==> config.mk <==
export PLATFORM = sky130hd
export DESIGN_NAME = meter_timer_flat
export DESIGN_NICKNAME = d
export VERILOG_FILES = /design/src/rtl/meter_pkg.sv /design/src/rtl/meter_timer_if.sv /design/src/rtl/meter_timer_bin2bcd_seq.sv /design/src/rtl/meter_timer.sv /design/src/flat_wrapper.sv
export SDC_FILE = /design/constraint.sdc
export NUM_CORES = 1
export LEC_CHECK = 0
export ABC_AREA = 1
export BUFFER_PORTS_ARGS = -buffer_cell sky130_fd_sc_hd__buf_4
export CORE_UTILIZATION = 25
export CTS_BUF_LIST = sky130_fd_sc_hd__clkbuf_4 sky130_fd_sc_hd__clkbuf_8 sky130_fd_sc_hd__clkbuf_16
export DETAILED_ROUTE_END_ITERATION = 10
export SLEW_MARGIN = 20
export SYNTH_ARGS = -nofsm -noshare
export SYNTH_HDL_FRONTEND = slang
export SYNTH_SLANG_ARGS = --single-unit
==> constraint.sdc <==
create_clock -name clk -period 6.2 [get_ports clk]
set_input_delay 1.24 -clock clk [delete_from_list [all_inputs] [get_ports clk]]
set_output_delay 1.24 -clock clk [all_outputs]
set_load 0.005 [all_outputs]
==> src/rtl/meter_pkg.sv <==
// ---------------------------------------------------------------------------
// meter_pkg
// Shared constants and helpers for the parking-meter timer.
//   - add amounts selected by add_sel (60/120/180/300 s)
//   - load presets selected by load_sel (15/185 s)
//   - default saturation ceiling and low-time blink threshold
//   - state encoding for the sequential binary-to-BCD converter
// ---------------------------------------------------------------------------
package meter_pkg;

    localparam logic [13:0] ADD_AMT_60  = 14'd60;
    localparam logic [13:0] ADD_AMT_120 = 14'd120;
    localparam logic [13:0] ADD_AMT_180 = 14'd180;
    localparam logic [13:0] ADD_AMT_300 = 14'd300;

    localparam logic [13:0] LOAD_SHORT = 14'd15;
    localparam logic [13:0] LOAD_LONG  = 14'd185;

    localparam int MAX_T_DEF = 9999;
    localparam int LOW_T_DEF = 200;

    // 14 double-dabble iterations, counted 0..13
    localparam logic [3:0] BCD_LAST_ITER = 4'd13;

    typedef enum logic [1:0] {
        ADD_SEL_60  = 2'd0,
        ADD_SEL_120 = 2'd1,
        ADD_SEL_180 = 2'd2,
        ADD_SEL_300 = 2'd3
    } add_sel_e;

    typedef enum logic {
        CONV_IDLE = 1'b0,
        CONV_BUSY = 1'b1
    } conv_state_e;

    // Map the add selector onto the number of seconds it buys
    function automatic logic [13:0] add_amount(input add_sel_e sel);
        logic [13:0] amt;
        amt = ADD_AMT_60;
        case (sel)
            ADD_SEL_60:  amt = ADD_AMT_60;
            ADD_SEL_120: amt = ADD_AMT_120;
            ADD_SEL_180: amt = ADD_AMT_180;
            ADD_SEL_300: amt = ADD_AMT_300;
        endcase
        return amt;
    endfunction

    // Double-dabble correction: every BCD digit >= 5 gets +3 before the shift
    function automatic logic [15:0] bcd_adjust(input logic [15:0] v);
        logic [15:0] r;
        r = v;
        for (int d = 0; d < 4; d++) begin
            if (v[4*d +: 4] >= 4'd5) begin
                r[4*d +: 4] = v[4*d +: 4] + 4'd3;
            end
        end
        return r;
    endfunction

endpackage

==> src/rtl/meter_timer_if.sv <==
// ---------------------------------------------------------------------------
// meter_timer_if
// Request bus from the debounced button/switch front end to the timer.
//   add_valid  : one-cycle pulse, add the time chosen by add_sel
//   add_sel    : 0=+60, 1=+120, 2=+180, 3=+300 seconds
//   load_valid : one-cycle pulse, overwrite the time chosen by load_sel
//   load_sel   : 0=load 15, 1=load 185
// master = front end (drives), slave = meter_timer (consumes)
// ---------------------------------------------------------------------------
interface meter_timer_if;

    logic       add_valid;
    logic [1:0] add_sel;
    logic       load_valid;
    logic       load_sel;

    modport master (
        output add_valid,
        output add_sel,
        output load_valid,
        output load_sel
    );

    modport slave (
        input add_valid,
        input add_sel,
        input load_valid,
        input load_sel
    );

endinterface

==> src/rtl/meter_timer_bin2bcd_seq.sv <==
// ---------------------------------------------------------------------------
// bin2bcd_seq
// Sequential double-dabble converter, one iteration per clock.
//   clk, rst : clock, asynchronous active-high reset
//   start    : load value and (re)start; aborts a conversion in flight
//   value    : 14-bit binary input, sampled on start
//   bcd      : four BCD digits of the last completed conversion
//   done     : one-cycle pulse when bcd has just been updated
// ---------------------------------------------------------------------------
module bin2bcd_seq
    import meter_pkg::*;
(
    input  logic        clk,
    input  logic        rst,
    input  logic        start,
    input  logic [13:0] value,
    output logic [15:0] bcd,
    output logic        done
);

    conv_state_e state;
    conv_state_e state_next;

    logic [13:0] bin_sr;
    logic [15:0] acc;
    logic [3:0]  iter;

    logic        shift_en;
    logic        finish;
    logic [15:0] acc_adj;
    logic [15:0] acc_shift;
    logic [13:0] bin_shift;

    // State register
    always_ff @(posedge clk or posedge rst) begin
        if (rst) begin
            state <= CONV_IDLE;
        end else begin
            state <= state_next;
        end
    end

    // Next-state logic: a start always wins, even mid-conversion
    always_comb begin
        state_next = state;
        case (state)
            CONV_IDLE: if (start) state_next = CONV_BUSY;
            CONV_BUSY: begin
                if (start) begin
                    state_next = CONV_BUSY;
                end else if (finish) begin
                    state_next = CONV_IDLE;
                end
            end
            default: state_next = CONV_IDLE;
        endcase
    end

    // Output decode for the datapath
    always_comb begin
        shift_en = (state == CONV_BUSY) && !start;
        finish   = shift_en && (iter == BCD_LAST_ITER);
    end

    // One adjust-and-shift step of {acc, bin_sr}
    always_comb begin
        acc_adj   = bcd_adjust(acc);
        acc_shift = {acc_adj[14:0], bin_sr[13]};
        bin_shift = {bin_sr[12:0], 1'b0};
    end

    // Datapath: shift register, iteration counter, result latch
    always_ff @(posedge clk or posedge rst) begin
        if (rst) begin
            bin_sr <= '0;
            acc    <= '0;
            iter   <= '0;
            bcd    <= '0;
            done   <= 1'b0;
        end else begin
            done <= 1'b0;
            if (start) begin
                bin_sr <= value;
                acc    <= '0;
                iter   <= '0;
            end else if (shift_en) begin
                bin_sr <= bin_shift;
                acc    <= acc_shift;
                iter   <= iter + 4'd1;
                if (finish) begin
                    bcd  <= acc_shift;
                    done <= 1'b1;
                end
            end
        end
    end

endmodule

==> src/rtl/meter_timer.sv <==
// ---------------------------------------------------------------------------
// meter_timer
// Parking-meter time keeper: second prescaler, remaining-time register with
// load/add/countdown priority, blink control and BCD image for the display.
//   clk, rst  : clock, asynchronous active-high reset
//   req       : add/load request bus (meter_timer_if.slave)
//   t_meter   : remaining seconds, binary, 0..MAX_T
//   bcd       : four BCD digits of t_meter, thousands in [15:12]
//   bcd_valid : high when bcd matches the current t_meter
//   disp_on   : 1 = display lit this second, 0 = blanked
//   expired   : high while t_meter == 0
//   sec_tick  : one-cycle pulse at each second boundary
// ---------------------------------------------------------------------------
module meter_timer
    import meter_pkg::*;
#(
    parameter int TICK_DIV = 100000000,
    parameter int MAX_T    = MAX_T_DEF,
    parameter int LOW_T    = LOW_T_DEF
) (
    input  logic         clk,
    input  logic         rst,
    meter_timer_if.slave req,
    output logic [13:0]  t_meter,
    output logic [15:0]  bcd,
    output logic         bcd_valid,
    output logic         disp_on,
    output logic         expired,
    output logic         sec_tick
);

    localparam int          PW         = (TICK_DIV > 1) ? $clog2(TICK_DIV) : 1;
    localparam logic [PW-1:0] PRESC_LAST = PW'(TICK_DIV - 1);
    localparam logic [13:0] MAX_V      = 14'(MAX_T);
    localparam logic [13:0] LOW_V      = 14'(LOW_T);

    logic [PW-1:0] presc;
    logic          phase;
    logic          phase_next;
    logic [13:0]   t_next;
    logic          t_changed;
    logic          disp_next;
    logic [14:0]   sum;
    logic [13:0]   sum_sat;
    logic          start_r;
    logic [15:0]   conv_bcd;
    logic          conv_done;

    assign sec_tick  = (presc == PRESC_LAST);
    assign expired   = (t_meter == 14'd0);
    assign t_changed = (t_next != t_meter);

    // Prescaler: wraps on the tick, restarts on load so the next
    // second is a full TICK_DIV cycles away
    always_ff @(posedge clk or posedge rst) begin
        if (rst) begin
            presc <= '0;
        end else if (req.load_valid || sec_tick) begin
            presc <= '0;
        end else begin
            presc <= presc + PW'(1);
        end
    end

    // Next time value, blink phase and display enable.
    // The add is done one bit wider so the clamp sees any overflow.
    // An add coinciding with a tick still consumes that second; the
    // smallest add is 60 so sum-1 cannot underflow.
    always_comb begin
        sum     = {1'b0, t_meter} + {1'b0, add_amount(add_sel_e'(req.add_sel))};
        sum_sat = (sum > {1'b0, MAX_V}) ? MAX_V : sum[13:0];

        t_next = t_meter;
        if (req.load_valid) begin
            t_next = req.load_sel ? LOAD_LONG : LOAD_SHORT;
        end else if (req.add_valid) begin
            t_next = sec_tick ? (sum_sat - 14'd1) : sum_sat;
        end else if (sec_tick && (t_meter != 14'd0)) begin
            t_next = t_meter - 14'd1;
        end

        // Phase is cleared when the meter first hits zero so the
        // expired display starts lit
        phase_next = phase;
        if (req.load_valid || ((t_next == 14'd0) && (t_meter != 14'd0))) begin
            phase_next = 1'b0;
        end else if (sec_tick && (t_meter == 14'd0)) begin
            phase_next = ~phase;
        end

        if (t_next >= LOW_V) begin
            disp_next = 1'b1;
        end else if (t_next != 14'd0) begin
            disp_next = ~t_next[0];
        end else begin
            disp_next = ~phase_next;
        end
    end

    // Time, phase and display registers update together so disp_on
    // always matches the t_meter it describes
    always_ff @(posedge clk or posedge rst) begin
        if (rst) begin
            t_meter <= '0;
            phase   <= 1'b0;
            disp_on <= 1'b1;
        end else begin
            t_meter <= t_next;
            phase   <= phase_next;
            disp_on <= disp_next;
        end
    end

    bin2bcd_seq u_bcd (
        .clk   (clk),
        .rst   (rst),
        .start (start_r),
        .value (t_meter),
        .bcd   (conv_bcd),
        .done  (conv_done)
    );

    // BCD validity: drop on any time change, start conversion next cycle,
    // accept a result only if no newer change is pending
    always_ff @(posedge clk or posedge rst) begin
        if (rst) begin
            start_r   <= 1'b0;
            bcd_valid <= 1'b1;
            bcd       <= '0;
        end else begin
            start_r <= t_changed;
            if (t_changed) begin
                bcd_valid <= 1'b0;
            end else if (conv_done && !start_r) begin
                bcd_valid <= 1'b1;
                bcd       <= conv_bcd;
            end
        end
    end

endmodule

==> src/flat_wrapper.sv <==
// flat-port wrapper written by rule: the top's interface ports become plain ports
module meter_timer_flat import meter_pkg::*;
#(
    parameter int TICK_DIV = 100000000,
    parameter int MAX_T    = MAX_T_DEF,
    parameter int LOW_T    = LOW_T_DEF
)
  (clk, rst, t_meter, bcd, bcd_valid, disp_on, expired, sec_tick, req_add_valid, req_add_sel, req_load_valid, req_load_sel);
  meter_timer_if req_i ();
  input  logic clk;
  input  logic rst;
  output logic [13:0] t_meter;
  output logic [15:0] bcd;
  output logic bcd_valid;
  output logic disp_on;
  output logic expired;
  output logic sec_tick;
  input wire logic [$bits(req_i.add_valid)-1:0] req_add_valid;
  input wire logic [$bits(req_i.add_sel)-1:0] req_add_sel;
  input wire logic [$bits(req_i.load_valid)-1:0] req_load_valid;
  input wire logic [$bits(req_i.load_sel)-1:0] req_load_sel;
  assign req_i.add_valid = req_add_valid;
  assign req_i.add_sel = req_add_sel;
  assign req_i.load_valid = req_load_valid;
  assign req_i.load_sel = req_load_sel;
  meter_timer #(.TICK_DIV(TICK_DIV), .MAX_T(MAX_T), .LOW_T(LOW_T)) u_core (.clk(clk), .rst(rst), .req(req_i), .t_meter(t_meter), .bcd(bcd), .bcd_valid(bcd_valid), .disp_on(disp_on), .expired(expired), .sec_tick(sec_tick));
endmodule
Word level (Yosys, flattened, before mapping):

Cells that the tools add are included.

* input bits: 7
* flip-flop bits (word level): 113
* word-level logic and storage cells: 89
* output and inout bits: 34

* magnitude comparators: 6
* reduce and logical (&&, ||, !) cells: 18
* add/subtract/negate cells: 9
* muxes and demuxes: 31
* bitwise operators: 6
* eq/ne operators: 6

Operator list (number)
* two-way mux 14 bit: 7
* case mux 14 bit (4 select lines): 1
* two-way mux 16 bit: 2
* logical NOT 14 bit: 2
* nonzero test 14 bit: 2
* subtractor 14 x 1 -> 14 bit (second input constant): 2
* adder 27 x 1 -> 27 bit (second input constant): 1
* equality test 27 bit (second input constant): 1
* two-way mux 27 bit: 1
* two-way mux 4 bit: 5
* greater-or-equal comparator 4 x 3 -> 1 bit (second input constant): 4
* adder 14 x 14 -> 15 bit: 1
* greater-than comparator 15 x 14 -> 1 bit (second input constant): 1
* greater-or-equal comparator 14 x 8 -> 1 bit (second input constant): 1
* != test 14 bit: 1
* adder 4 x 2 -> 4 bit (second input constant): 3
* two-way mux 1 bit: 12
* two-way mux 8 bit: 1
* logical AND 1 bit: 6
* inverter 1 bit: 6
* adder 4 x 1 -> 4 bit (second input constant): 1
* equality test 2 bit (second input constant): 2
* equality test 4 bit (second input constant): 1
* nonzero test 2 bit: 2
* other kinds (9): 10

Logic depth before layout (Yosys ltp):

* word-level depth: 16
* mapped depth: 32
* gate-level depth less buffers: 30

Cells and area by module:

Synthesis repeated with hierarchy kept, for this count alone.

* cells, all modules: 1026
* area total of the unflattened synthesis: 7521.0 um2

By module, submodules not included
* meter_timer: times used 1, cells an instance 728, area an instance 5032.3 um2, sequential area each 1529.0 um2
* bin2bcd_seq: times used 1, cells an instance 298, area an instance 2488.6 um2, sequential area each 1301.2 um2

Least setup slack after synthesis:

Ideal clock, no wire load.

* path kind: input to register
* from: in req_add_sel[1]
* to: reg u_core.bcd[0]
* setup time: 0.116 ns
* arrival time: 4.105 ns
* stages: 30
* required time: 6.084 ns
* buffers on the path: 2
* setup slack: 1.979 ns
* cell sequence: inv_1 -> nand2_1 -> ha_1 -> fa_1 -> nand2_1 -> inv_1 -> nor2_1 -> nor2_1 -> nand2_1 -> nor2_1 -> nand2_1 -> nand3_1 -> nand3_2 -> nand2_4 -> buf_12 -> o21ai_2 -> nand2_2 -> nor2_4 -> nand3_2 -> nand3_2 -> nand2_1 -> nand2_1 -> nand2_1 -> nor2_4 -> nand3_2 -> nor2_4 -> nand3_4 -> buf_6 -> nand2_1 -> nand2_1

* cells in the longest elaborated chain, start to end: 12
* elaborated cells on any way between the ends: 15
* classes of those cells: add/sub (2); order compare (1); eq/ne (4); mux (5); bitwise (1); reduce/logical (2)

Ends and longest elaborated chain
* start, declared: line flat_wrapper.sv:19 `input wire logic [$bits(req_i.add_sel)-1:0] req_add_sel;`
* equality test 2 bit (tied with other cells): line meter_pkg.sv:41 `case (sel)`
* case mux 14 bit (4 select lines) *: line meter_pkg.sv:41
* adder 14 x 14 -> 15 bit *: line meter_timer.sv:70 `sum = {1'b0, t_meter} + {1'b0, add_amount(add_sel_e'(req.add_sel))};`
* greater-than comparator 15 x 14 -> 1 bit: line meter_timer.sv:71 `sum_sat = (sum > {1'b0, MAX_V}) ? MAX_V : sum[13:0];`
* two-way mux 14 bit *: line meter_timer.sv:71
* subtractor 14 x 1 -> 14 bit: line meter_timer.sv:77 `t_next = sec_tick ? (sum_sat - 14'd1) : sum_sat;`
* two-way mux 14 bit *: line meter_timer.sv:77
* two-way mux 14 bit *: line meter_timer.sv:76 `end else if (req.add_valid) begin`
* two-way mux 14 bit *: line meter_timer.sv:74 `if (req.load_valid) begin`
* != test 14 bit *: line meter_timer.sv:51 `assign t_changed = (t_next != t_meter);`
* inverter 1 bit (no line) *
* AND reduction 2 bit (no line) *
* end signal, assigned: line meter_timer.sv:136 `bcd <= conv_bcd;`
* end, declared: line meter_timer.sv:25 `output logic [15:0] bcd,`

Every way passes the cells marked *; elsewhere a longest branch is shown, timed or not. The select of a mux whose other input is x is not followed.
A chain may end at the register's enable or synchronous reset.

Worst setup path in the final report:

Same ends and word-level chain as after synthesis.

==> metrics.yaml <==
synthesis:
  synth_nets: 1003
  syn_area_per_cell_sq_um: 7.32
  synth-seq-cells: 113
  synth_top_area_share_pct: 38.9
  syn_area_sq_mm: 0.00714
  synth_top_flop_cell: "dfrtp_1"
  syn_inst: 976
  synth.largest_area_cell: "dfrtp_1"
  ys_top_cells_by_area: "dfrtp_1 (39%), nand2_1 (13%), inv_1 (7.0%)"
  yosys_warnings: 0
  ys_seq_area_share_pct: 39.6
  synth_cell_types: 51
  async_reset_ff_share_pct: 100
  synth_edf_count: 0
setup_path:
  reg2regPathDepth: 27
  crit_fanout: 26
  critPathBufInv: 3
  cp_top_family: "simple AND/OR/NAND/NOR gates"
  r2r-start: "u_core.t_meter[2]"
  required_ns: 6.55
  cp-start-kind: "input port"
  cp-startpoint: "req_add_sel[1]"
  max_stage_delay_ns: 0.40
  cp_common_cell: "nand2_1"
  critical_path_class: "in2reg"
  r2r_slack_ns: 2.14
  crit_slowest_cell: "fa_1"
  endpoint_kind: "register"
  cp.arrival_ns: 4.95
  worst_r2r_endpoint: "u_core.bcd[0]"
detailed_routing:
  postRouteAntennaNets: 0
  post-route-drc-count: 0
  wl_per_cell_um: 12.8
  first_pass_iters: 5
  num_vias: 6395
  drt_iter0_drc: 467
  vias_per_cell: 4.55
  wirelength_um: 18000
cts:
  clk_latency_ns: 0.41
  cts.repair.resized: 0
  post-cts-setup-buffers: 0
  cts_tree: "done"
  numCtsBuffers: 17
  clk_pin_slew_ns: 0.06
  cts_root_buf: "clkbuf_16"
  cts.sinks: 113
  ctsHoldBuffers: 0
  clockBufferDepth: 2
  cts_max_level: 4
global_route:
  track_usage_pct: 12.9
  antenna_found_initial: 0
  grt_max_degree: 75
  grt_pass1_vias: 6033
  grt-ovfl-total: 0
  grt_pass1_wl_um: 30000
die:
  start_util_pct: 25.6
  die-height_um: 171
  core.rowCount: 61
  dieArea_sq_mm: 0.0293
  die_w_um: 171
  ios: 41
  core_sq_mm: 0.0279
job:
  maxCapViolCount: 0
cells_and_area:
  final_core_util_pct: 30.0
  drive_gt1_share_pct: 14.8
  area_growth_pct: 17.1
  antennaDiodeCount: 0
  layout.nets: 1040
pwr:
  pwr_density_cell_mw_per_mm2: 246
  power_switching_w: 0.000637
  p_seq_share_pct: 38.3
  swShare_pct: 30.9
  p_comb_share_pct: 15.7
  ir_drop_uv: 189
  totalPowerFinal_w: 0.00206
  p_clk_share_pct: 46.0
  power.leakage_nw: 3.94
  p_int_w: 0.00143
timing:
  rsz0062_at_grt: "false"
  setup_ws_ns: 1.60
  finalHoldViolCount: 0
  tightestPinTransition_ns: 0.944
  skew_ns: 0.00816
  finalSetupViolCount: 0
  slew_headroom_pct: 37.1
  setup_tns_ns: 0
  drv_slew: 0
  whs_ns: 0.465
  fmax_mhz: 217
  post-route-min-period_ns: 4.60
  post-route-period-util_pct: 74.2
hold_path:
  hold_path_depth: 1
  hold_path_class: "reg2reg"
  min_to: "u_core.presc[0]"
  hold_path_startpoint: "u_core.presc[0]"
placed_design:
  gp_congestion: 0.865
  port_buffers: 40
  dp_hpwl_um: 13200
  dp_slack_ns: 1.14
status:
  outcome: "completed"
-- power by group through the flow --
stage,Clock [W],Sequential [W],Combinational (W)
after detailed placement,0,0.000803,0.000324
after floorplan,0,0.000789,0.000252
after global routing,0.00101,0.000792,0.000368
final,0.000948,0.000790,0.000324
after global placement,0,0.000803,0.000322
after CTS,0.000971,0.000790,0.000326
-- cells in the mapped netlist (19+ instances only) --
master / n
nand3_1: 83
nand2_1: 252
nor3_1: 19
dfrtp_1: 111
inv_1: 133
ha_1: 19
nand4_1: 19
o21ai_0: 64
a21oi_1: 35
nor2_1: 84
nand2_2: 21
-- per-layer routing --
layer  GRT usage (%)  wire (um)  share of wire (%)
met1            16.6       8460                 47
met2            21.0       8340                 46
met3            3.10        885                4.9
met4            4.43        312                1.7
met5               0          0                  0
-- cells by family (layout without fill, tap and decap cells) --
| family | after synthesis | after routing | synth area share [%] |
|---|---|---|---|
| flops | 113 | 113 | 39.6 |
| simple gates | 536 | 536 | 35.7 |
| compound gates | 132 | 132 | 10.4 |
| xor+xnor | 11 | 11 | 1.35 |
| fa+ha+maj | 20 | 20 | 3.61 |
| buf+inv | 164 | 214 | 9.32 |
-- placed cells by master, fill, tap and decap left out, drive strengths merged, types with 2 or more instances in the layout --
cell / count
clkinv: 7
nand3: 98
a31oi: 4
nor2: 104
dfrtp: 111
dfstp: 2
a22oi: 3
ha: 19
o221ai: 2
nor3: 23
o211ai: 10
xnor2: 2
nor4: 8
or2: 3
o22ai: 3
clkbuf: 17
nand3b: 2
buf: 42
nand2: 274
a21oi: 37
o21bai: 2
inv: 145
nand4: 21
o21ai: 67
xor2: 9
clkinvlp: 2
-- per-stage QoR --
stage,instances,cell area (sq um)
after floorplan,976,7140
after global placement,1372,7790
after detailed placement,1372,7790
after CTS,1404,8370
after global routing,1404,8370
final,1404,8370
-- state kept, by name, summed over array words and instances (netlist names), 4 cells and up --
register / count
u_core.u_bcd.acc: 16
u_core.u_bcd.bcd: 16
u_core.u_bcd.bin_sr: 14
u_core.u_bcd.iter: 4
u_core.presc: 27
u_core.t_meter: 14
u_core.bcd: 16
-- how the worst max path moves through the flow --
stage,end,slack (ns),cells past startpoint
floorplan,u_core.bcd[0],1.98,1
global placement,u_core.bcd[3],1.25,30
detailed placement,u_core.bcd[4],1.14,30
CTS,u_core.bcd[4],1.56,30
global route,u_core.bcd[4],1.12,30
finish,u_core.bcd[0],1.60,30
-- worst reg2reg max path, stage by stage, from the launching register on --
cell and delay [ns]:
dfrtp_1 0.47, ha_1 0.30, fa_1 0.40, nand2_1 0.12
inv_1 0.07, nor2_1 0.22, nor2_1 0.09, nand2_1 0.06
nor2_1 0.04, nand2_1 0.07, nand3_1 0.09, nand3_2 0.09
nand2_4 0.20, nand2_2 0.18, nand2_2 0.08, nor2_4 0.17
nand2_1 0.07, nand2_1 0.07, nand3_2 0.08, nand2_2 0.09
nand2_1 0.05, nand2_1 0.09, nand2_1 0.06, nor2_1 0.10
nand2_1 0.09, nor2_4 0.40, nand3_1 0.14, nand2_1 0.10
-- layout make-up --
class                   instances  area (sq um)
well taps                     378           473
clock buffers                  17           425
multi-input cells             699          3650
inverters                     140           528
fillers                      3057         19600
clock inverters                15           146
flip-flops and latches        113          2830
repair buffers                 42           315
(Power assumes the default switching activity.)
